**src/rtl/sys_cmd_ctrl_pkg.sv**
```systemverilog
// Shared constants and state encoding for the system command controller.
package sys_cmd_ctrl_pkg;

  localparam logic [7:0] CMD_RF_WR   = 8'hAA;
  localparam logic [7:0] CMD_RF_RD   = 8'hBB;
  localparam logic [7:0] CMD_ALU_OP  = 8'hCC;
  localparam logic [7:0] CMD_ALU_NOP = 8'hDD;

  // Register file slots that hold the ALU operands.
  localparam int unsigned ADDR_OP_A = 0;
  localparam int unsigned ADDR_OP_B = 1;

  typedef enum logic [3:0] {
    ST_IDLE,
    ST_WR_ADDR,
    ST_WR_DATA,
    ST_RD_ADDR,
    ST_RD_WAIT,
    ST_ALU_A,
    ST_ALU_B,
    ST_ALU_FUN,
    ST_ALU_WAIT,
    ST_TX_LO,
    ST_TX_HI
  } state_t;

endpackage

```
**src/rtl/sys_cmd_tx_push.sv**
```systemverilog
// Pushes one or two bytes of a result word into the TX FIFO, low byte first,
// stalling while the FIFO is full. The first byte can go out on the same edge
// the word is loaded, so a response leaves one cycle after its valid pulse.
module sys_cmd_tx_push #(
  parameter int DATA_WIDTH = 8
) (
  input  logic                    CLK,
  input  logic                    RST,
  input  logic                    load,
  input  logic [2*DATA_WIDTH-1:0] word,
  input  logic                    two,
  input  logic                    fifo_full,
  output logic [DATA_WIDTH-1:0]   wr_data,
  output logic                    wr_inc,
  output logic                    fire_hi,
  output logic                    done
);

  logic [2*DATA_WIDTH-1:0] word_q, word_eff;
  logic [1:0]              rem_q, rem_eff;
  logic                    two_q, two_eff;
  logic                    fire;

  // Merge a fresh load with the held word so a load can push immediately.
  always_comb begin
    word_eff = load ? word : word_q;
    rem_eff  = load ? (two ? 2'd2 : 2'd1) : rem_q;
    two_eff  = load ? two : two_q;
    fire     = (rem_eff != 2'd0) && !fifo_full;
    fire_hi  = fire && (rem_eff == 2'd1) && two_eff;
  end

  assign done = (rem_q == 2'd0);

  // Byte shift-out and push strobe.
  always_ff @(posedge CLK) begin
    if (RST) begin
      word_q  <= '0;
      rem_q   <= 2'd0;
      two_q   <= 1'b0;
      wr_data <= '0;
      wr_inc  <= 1'b0;
    end else begin
      wr_inc <= fire;
      two_q  <= two_eff;
      if (fire) begin
        wr_data <= word_eff[DATA_WIDTH-1:0];
        word_q  <= word_eff >> DATA_WIDTH;
        rem_q   <= 2'(rem_eff - 2'd1);
      end else begin
        word_q  <= word_eff;
        rem_q   <= rem_eff;
      end
    end
  end

endmodule

```
**src/rtl/sys_cmd_ctrl.sv**
```systemverilog
// Decodes UART command frames into register-file and ALU operations and
// returns read data / ALU results through the TX FIFO.
//
// state       | meaning
// ST_IDLE     | waiting for an opcode byte
// ST_WR_ADDR  | reg write: waiting for address byte
// ST_WR_DATA  | reg write: waiting for data byte
// ST_RD_ADDR  | reg read: waiting for address byte
// ST_RD_WAIT  | reg read: waiting for RdData_Valid
// ST_ALU_A    | ALU: waiting for operand A (written to slot 0)
// ST_ALU_B    | ALU: waiting for operand B (written to slot 1)
// ST_ALU_FUN  | ALU: clock enabled, waiting for function byte
// ST_ALU_WAIT | ALU: clock enabled, waiting for ALU_OUT_VLD
// ST_TX_LO    | pushing / holding the low response byte
// ST_TX_HI    | high ALU result byte pushed, returning to idle
module sys_cmd_ctrl #(
  parameter int DATA_WIDTH = 8,
  parameter int ADDR_WIDTH = 4,
  parameter int FUN_WIDTH  = 4
) (
  input  logic                    CLK,
  input  logic                    RST,
  input  logic [DATA_WIDTH-1:0]   RX_P_DATA,
  input  logic                    RX_D_VLD,
  input  logic                    RX_ERR,
  input  logic [DATA_WIDTH-1:0]   RdData,
  input  logic                    RdData_Valid,
  input  logic [2*DATA_WIDTH-1:0] ALU_OUT,
  input  logic                    ALU_OUT_VLD,
  input  logic                    FIFO_FULL,
  output logic                    WrEn,
  output logic                    RdEn,
  output logic [ADDR_WIDTH-1:0]   Address,
  output logic [DATA_WIDTH-1:0]   WrData,
  output logic                    ALU_EN,
  output logic [FUN_WIDTH-1:0]    ALU_FUN,
  output logic                    CLK_EN,
  output logic [DATA_WIDTH-1:0]   WR_DATA,
  output logic                    WR_INC,
  output logic                    BUSY
);

  import sys_cmd_ctrl_pkg::*;

  state_t                  state, state_n;
  logic                    wr_en_n, rd_en_n, alu_en_n;
  logic [ADDR_WIDTH-1:0]   addr_n;
  logic [DATA_WIDTH-1:0]   wr_data_n;
  logic [FUN_WIDTH-1:0]    fun_n;
  logic                    rx_ok, rx_bad, consuming;
  logic                    tx_load, tx_two, tx_fire_hi, tx_done;
  logic [2*DATA_WIDTH-1:0] tx_word;

  assign rx_ok  = RX_D_VLD && !RX_ERR;
  assign rx_bad = RX_D_VLD && RX_ERR;

  // Only byte-consuming states abort on a bad byte; in wait/TX states every
  // incoming byte is dropped anyway, so an in-flight response still completes.
  assign consuming = (state inside {ST_IDLE, ST_WR_ADDR, ST_WR_DATA, ST_RD_ADDR,
                                    ST_ALU_A, ST_ALU_B, ST_ALU_FUN});

  // Next-state and next-output decode.
  always_comb begin
    state_n   = state;
    wr_en_n   = 1'b0;
    rd_en_n   = 1'b0;
    alu_en_n  = 1'b0;
    addr_n    = Address;
    wr_data_n = WrData;
    fun_n     = ALU_FUN;
    tx_load   = 1'b0;
    tx_two    = 1'b1;
    tx_word   = ALU_OUT;
    if (rx_bad && consuming) begin
      state_n = ST_IDLE;
    end else begin
      case (state)
        ST_IDLE: if (rx_ok) begin
          case (RX_P_DATA)
            CMD_RF_WR:   state_n = ST_WR_ADDR;
            CMD_RF_RD:   state_n = ST_RD_ADDR;
            CMD_ALU_OP:  state_n = ST_ALU_A;
            CMD_ALU_NOP: state_n = ST_ALU_FUN;
            default:     state_n = ST_IDLE;
          endcase
        end
        ST_WR_ADDR: if (rx_ok) begin
          addr_n  = RX_P_DATA[ADDR_WIDTH-1:0];
          state_n = ST_WR_DATA;
        end
        ST_WR_DATA: if (rx_ok) begin
          wr_en_n   = 1'b1;
          wr_data_n = RX_P_DATA;
          state_n   = ST_IDLE;
        end
        ST_RD_ADDR: if (rx_ok) begin
          rd_en_n = 1'b1;
          addr_n  = RX_P_DATA[ADDR_WIDTH-1:0];
          state_n = ST_RD_WAIT;
        end
        ST_RD_WAIT: if (RdData_Valid) begin
          tx_load = 1'b1;
          tx_two  = 1'b0;
          tx_word = {{DATA_WIDTH{1'b0}}, RdData};
          state_n = ST_TX_LO;
        end
        ST_ALU_A: if (rx_ok) begin
          wr_en_n   = 1'b1;
          addr_n    = ADDR_WIDTH'(ADDR_OP_A);
          wr_data_n = RX_P_DATA;
          state_n   = ST_ALU_B;
        end
        ST_ALU_B: if (rx_ok) begin
          wr_en_n   = 1'b1;
          addr_n    = ADDR_WIDTH'(ADDR_OP_B);
          wr_data_n = RX_P_DATA;
          state_n   = ST_ALU_FUN;
        end
        ST_ALU_FUN: if (rx_ok) begin
          alu_en_n = 1'b1;
          fun_n    = RX_P_DATA[FUN_WIDTH-1:0];
          state_n  = ST_ALU_WAIT;
        end
        ST_ALU_WAIT: if (ALU_OUT_VLD) begin
          tx_load = 1'b1;
          state_n = ST_TX_LO;
        end
        ST_TX_LO: begin
          if (tx_fire_hi)   state_n = ST_TX_HI;
          else if (tx_done) state_n = ST_IDLE;
        end
        ST_TX_HI: if (tx_done) state_n = ST_IDLE;
        default: state_n = ST_IDLE;
      endcase
    end
  end

  // State register and registered command outputs.
  always_ff @(posedge CLK) begin
    if (RST) begin
      state   <= ST_IDLE;
      WrEn    <= 1'b0;
      RdEn    <= 1'b0;
      Address <= '0;
      WrData  <= '0;
      ALU_EN  <= 1'b0;
      ALU_FUN <= '0;
      CLK_EN  <= 1'b0;
      BUSY    <= 1'b0;
    end else begin
      state   <= state_n;
      WrEn    <= wr_en_n;
      RdEn    <= rd_en_n;
      Address <= addr_n;
      WrData  <= wr_data_n;
      ALU_EN  <= alu_en_n;
      ALU_FUN <= fun_n;
      CLK_EN  <= (state_n == ST_ALU_FUN) || (state_n == ST_ALU_WAIT);
      BUSY    <= (state_n != ST_IDLE);
    end
  end

  sys_cmd_tx_push #(.DATA_WIDTH(DATA_WIDTH)) u_tx_push (
    .CLK       (CLK),
    .RST       (RST),
    .load      (tx_load),
    .word      (tx_word),
    .two       (tx_two),
    .fifo_full (FIFO_FULL),
    .wr_data   (WR_DATA),
    .wr_inc    (WR_INC),
    .fire_hi   (tx_fire_hi),
    .done      (tx_done)
  );

endmodule

```
**config.mk**
```make
export PLATFORM = sky130hd
export DESIGN_NAME = sys_cmd_ctrl
export DESIGN_NICKNAME = d
export VERILOG_FILES = /design/src/rtl/sys_cmd_ctrl_pkg.sv /design/src/rtl/sys_cmd_tx_push.sv /design/src/rtl/sys_cmd_ctrl.sv
export SDC_FILE = /design/constraint.sdc
export NUM_CORES = 1
export LEC_CHECK = 0
export ABC_AREA = 0
export CORE_MARGIN = 5
export CORE_UTILIZATION = 25
export DETAILED_ROUTE_END_ITERATION = 12
export GPL_ROUTABILITY_DRIVEN = 0
export GPL_TIMING_DRIVEN = 0
export PLACE_DENSITY = 0.58
export SLEW_MARGIN = 20
export SYNTH_ARGS = -nofsm -noshare
export SYNTH_HDL_FRONTEND = slang
export SYNTH_SLANG_ARGS = --single-unit
```
**constraint.sdc**
```tcl
create_clock -name CLK -period 4.1 [get_ports CLK]
set_clock_uncertainty 0.2 [all_clocks]
set_input_delay 0.82 -clock CLK [delete_from_list [all_inputs] [get_ports CLK]]
set_output_delay 0.82 -clock CLK [all_outputs]
set_load 0.01 [all_outputs]
```
==> metrics, run 1 <==
outcome=completed; main area contributors after synthesis=dfxtp_1 44%, nor2_1 6.2%, nand2_1 5.7%, a21oi_1 5.4%, mux2i_1 4.6%; Tightest Pin Transition=0.549 ns; final std cells w/o fill=486; final worst path period share=89.2%; Max IR drop VDD=0.000139 V; Worst Path Buf+Inv=3; Final Hold Fails=0; Async SR Flop Fraction=0%; Remaining DRCs=0; DR WL met2=3150 um; Synth top cells by count=53 x dfxtp_1, 40 x nor2_1, 37 x nand2_1, 26 x a21oi_1; DRT Pass-1 Iters=4; WL final=6950 um; Layout area overhead=38.8%; Die ar.=11700 um2; routed len/inst=14.3 um; post-synthesis sequential area ratio=43.9%; post-synth top area share=43.9%; Num Clock Sinks=53; crit path max fanout=10; num rows=35; synthesized flop and latch total=53; WL met1=3280 um; Critical Path Source Type=primary input; crit end category=register; CTS tree=built; Via density=4.64; WL met3=445 um; post-DP HPWL=5280 um; combinational power share=15.4%; effective utilization at floorplan=25.9%; largest stage delay on the critical path=0.41 ns; Clock Latency Late Sink=0.32 ns; area leader, netlist=dfxtp_1; CP max-delay cell=clkdlybuf4s50_1; die width=108 um; sw frac=27.1%; largest net degree at the start of global routing=19; Routed Antenna Nets=0; final setup fails=0; PortBufs=68; Via Count=2256; Core Area=9330 um2; CTS H-tree depth=2; Ys Warns=0; Root Driver=clkbuf_8; max_cap viols=0; die height=108 um; net switching power=0.275 mW; cell-internal power=0.741 mW; Post-CTS Setup Bufs=0; top sig layer=met4; grt total ovfl=0; power per cell area=303 nW/um2; Max Freq=273 MHz; Clock Power Share=31.1%; RSZ-0062 raised after global routing=false; gr usage total=12.3%; Period minus WS final=3.66 ns; Worst Path Arrival=3.70 ns; Worst path top cell family by delay=compound AO/OA/AOI/OAI gates; Setup WS pre-CTS=-0.170 ns; most frequent cell after synthesis=dfxtp_1; initial antenna violation count=0; Overall Power=1.02 mW; predominant post-synthesis flop cell=dfxtp_1; Mapped Avg Cell Area=8.60 um2; Distinct cells, synth=47; Post-Syn Area=2420 um2; worst hold slack=0.258 ns; sequential share of power=53.5%; critical path class=primary input to register; first-pass GRT wire length=11200 um; clock buffer depth=2; 1st-iter DRT viols=138; WP data required=4.15 ns; CP Cell Sequence=clkdlybuf4s50_1 > and3b_1 > and2_1 > buf_6 > buf_2 > o21bai_1 > ha_1 > nor2_1 > nand2_1 > o311a_1 > a2111oi_4 > mux2i_1; Final Max Slew Viols=0; antenna diode count=0; core occupancy in the finished layout=36.0%; worst hold path class=register to register; Post-Syn Instances=281; TritonCTS buffer count=5; Pleak=1.18 nW; share of cells above drive strength 1=6.72%; worst setup slack after layout=0.443 ns; Top-Level Pins=69; vias in the first global route=2228; Nets=397; Slew headroom=63.4%; Clk pin slew, worst setup/hold paths=0.11 ns; Cells after DPL=478; EDFF count, synth=0; syn nets=322
==> registers in the layout, summed over array words and instances (netlist names) <==
signal / flops
ALU_EN: 1
state: 4
u_tx_push.wr_inc: 1
CLK_EN: 1
u_tx_push.two_q: 1
BUSY: 1
Address: 4
u_tx_push.word_q: 16
WrEn: 1
ALU_FUN: 4
u_tx_push.wr_data: 8
u_tx_push.rem_q: 2
WrData: 8
RdEn: 1
==> stage by stage <==
stage	cell area [um2]	TNS (ns)
2_1_floorplan	2420	0
3_3_place_gp	3260	-0.280
3_5_place_dp	3260	-0.410
4_1_cts	3350	0
5_1_grt	3360	0
6_report	3360	0
==> path summary, 6_finish.rpt <==
kind / cells past startpoint / from / endpoint / slack [ns]
max: 12 / ALU_OUT_VLD / CLK_EN / 0.44
min: 2 / Address[0] / Address[0] / 0.26
max reg2reg: 11 / state[2] / CLK_EN / 0.96
min reg2reg: 2 / Address[0] / Address[0] / 0.26
==> per-layer routing <==
layer	GRT usage, %	vias up
met5	0	-
met2	19.8	67
met1	16.0	1041
met3	3.46	8
met4	3.43	0
li1	-	1140
==> power groups by stage <==
| stage | Clock, mW | Combinational, mW | Sequential [mW] |
|---|---|---|---|
| 2_1_floorplan | 0 | 0.0726 | 0.559 |
| 3_3_place_gp | 0 | 0.155 | 0.555 |
| 3_5_place_dp | 0 | 0.158 | 0.556 |
| 4_1_cts | 0.325 | 0.158 | 0.544 |
| 5_1_grt | 0.349 | 0.175 | 0.547 |
| 6_report | 0.316 | 0.157 | 0.544 |
==> logic make-up after synthesis <==
group	after synthesis	share of synthesized area (%)
AND/OR/NAND/NOR	124	26.4
AO/OA/AOI/OAI	65	18.6
flip-flops	53	43.9
buffers and inverters	22	4.04
multiplexers	11	4.56
XOR/XNOR	3	1.09
adder cells (fa/ha/maj)	3	1.45
==> layout by cell type (no fill, tap or decap), types with 3 or more instances in the layout <==
master           Yosys  final
a22o_1               7      7
and3b_1              9      9
or2_2                3      3
clkbuf_1            11     10
nand3_1              3      3
mux2i_1             11     11
nor2_1              40     40
a211oi_1             8      8
nand2b_1             3      3
buf_2                6      6
nor3_1               3      3
nand2_1             37     37
nor2b_1              6      6
or3_1                5      5
a21oi_1             26     26
inv_1                3      3
dfxtp_1             53     53
o21ai_0              5      5
a22oi_1              8      8
clkdlybuf4s50_1      0     68
clkbuf_8             0      5
==> layout make-up <==
cell class | count | area (um2)
Tap cell | 129 | 161
Clock buffer | 5 | 68.8
Timing Repair Buffer | 68 | 681
Buffer | 19 | 87.6
Sequential cell | 53 | 1060
Multi-Input combinational cell | 206 | 1260
Clock inverter | 3 | 26.3
Fill cell | 988 | 5970
Inverter | 3 | 11.3
==> tightest hold or removal path: cells and delay by family, from the launching register on <==
kind | cells | cell delay, ns
flip-flops | 1 | 0.32
AO/OA/AOI/OAI | 1 | 0.05
AND/OR/NAND/NOR | 1 | 0.05
==> repair_timing <==
item / CTS / global route
hold buffers: 0 / 0
endpoints found under the setup margin: 0 / 2
resized for setup: 0 / 2
endpoints found under the hold margin: 0 / 0
Note: power is estimated with default switching activity, not from simulation.
==> run 2, diff against run 1 <==
--- a/config.mk
+++ b/config.mk
@@ -8,6 +8,7 @@
 export ABC_AREA = 0
 export CORE_MARGIN = 5
 export CORE_UTILIZATION = 25
+export CTS_CLUSTER_SIZE = 10
 export DETAILED_ROUTE_END_ITERATION = 12
 export GPL_ROUTABILITY_DRIVEN = 0
 export GPL_TIMING_DRIVEN = 0
==> results of run 2 <==
Same layout as run 1: the final DEF is identical, and so are final timing and power.
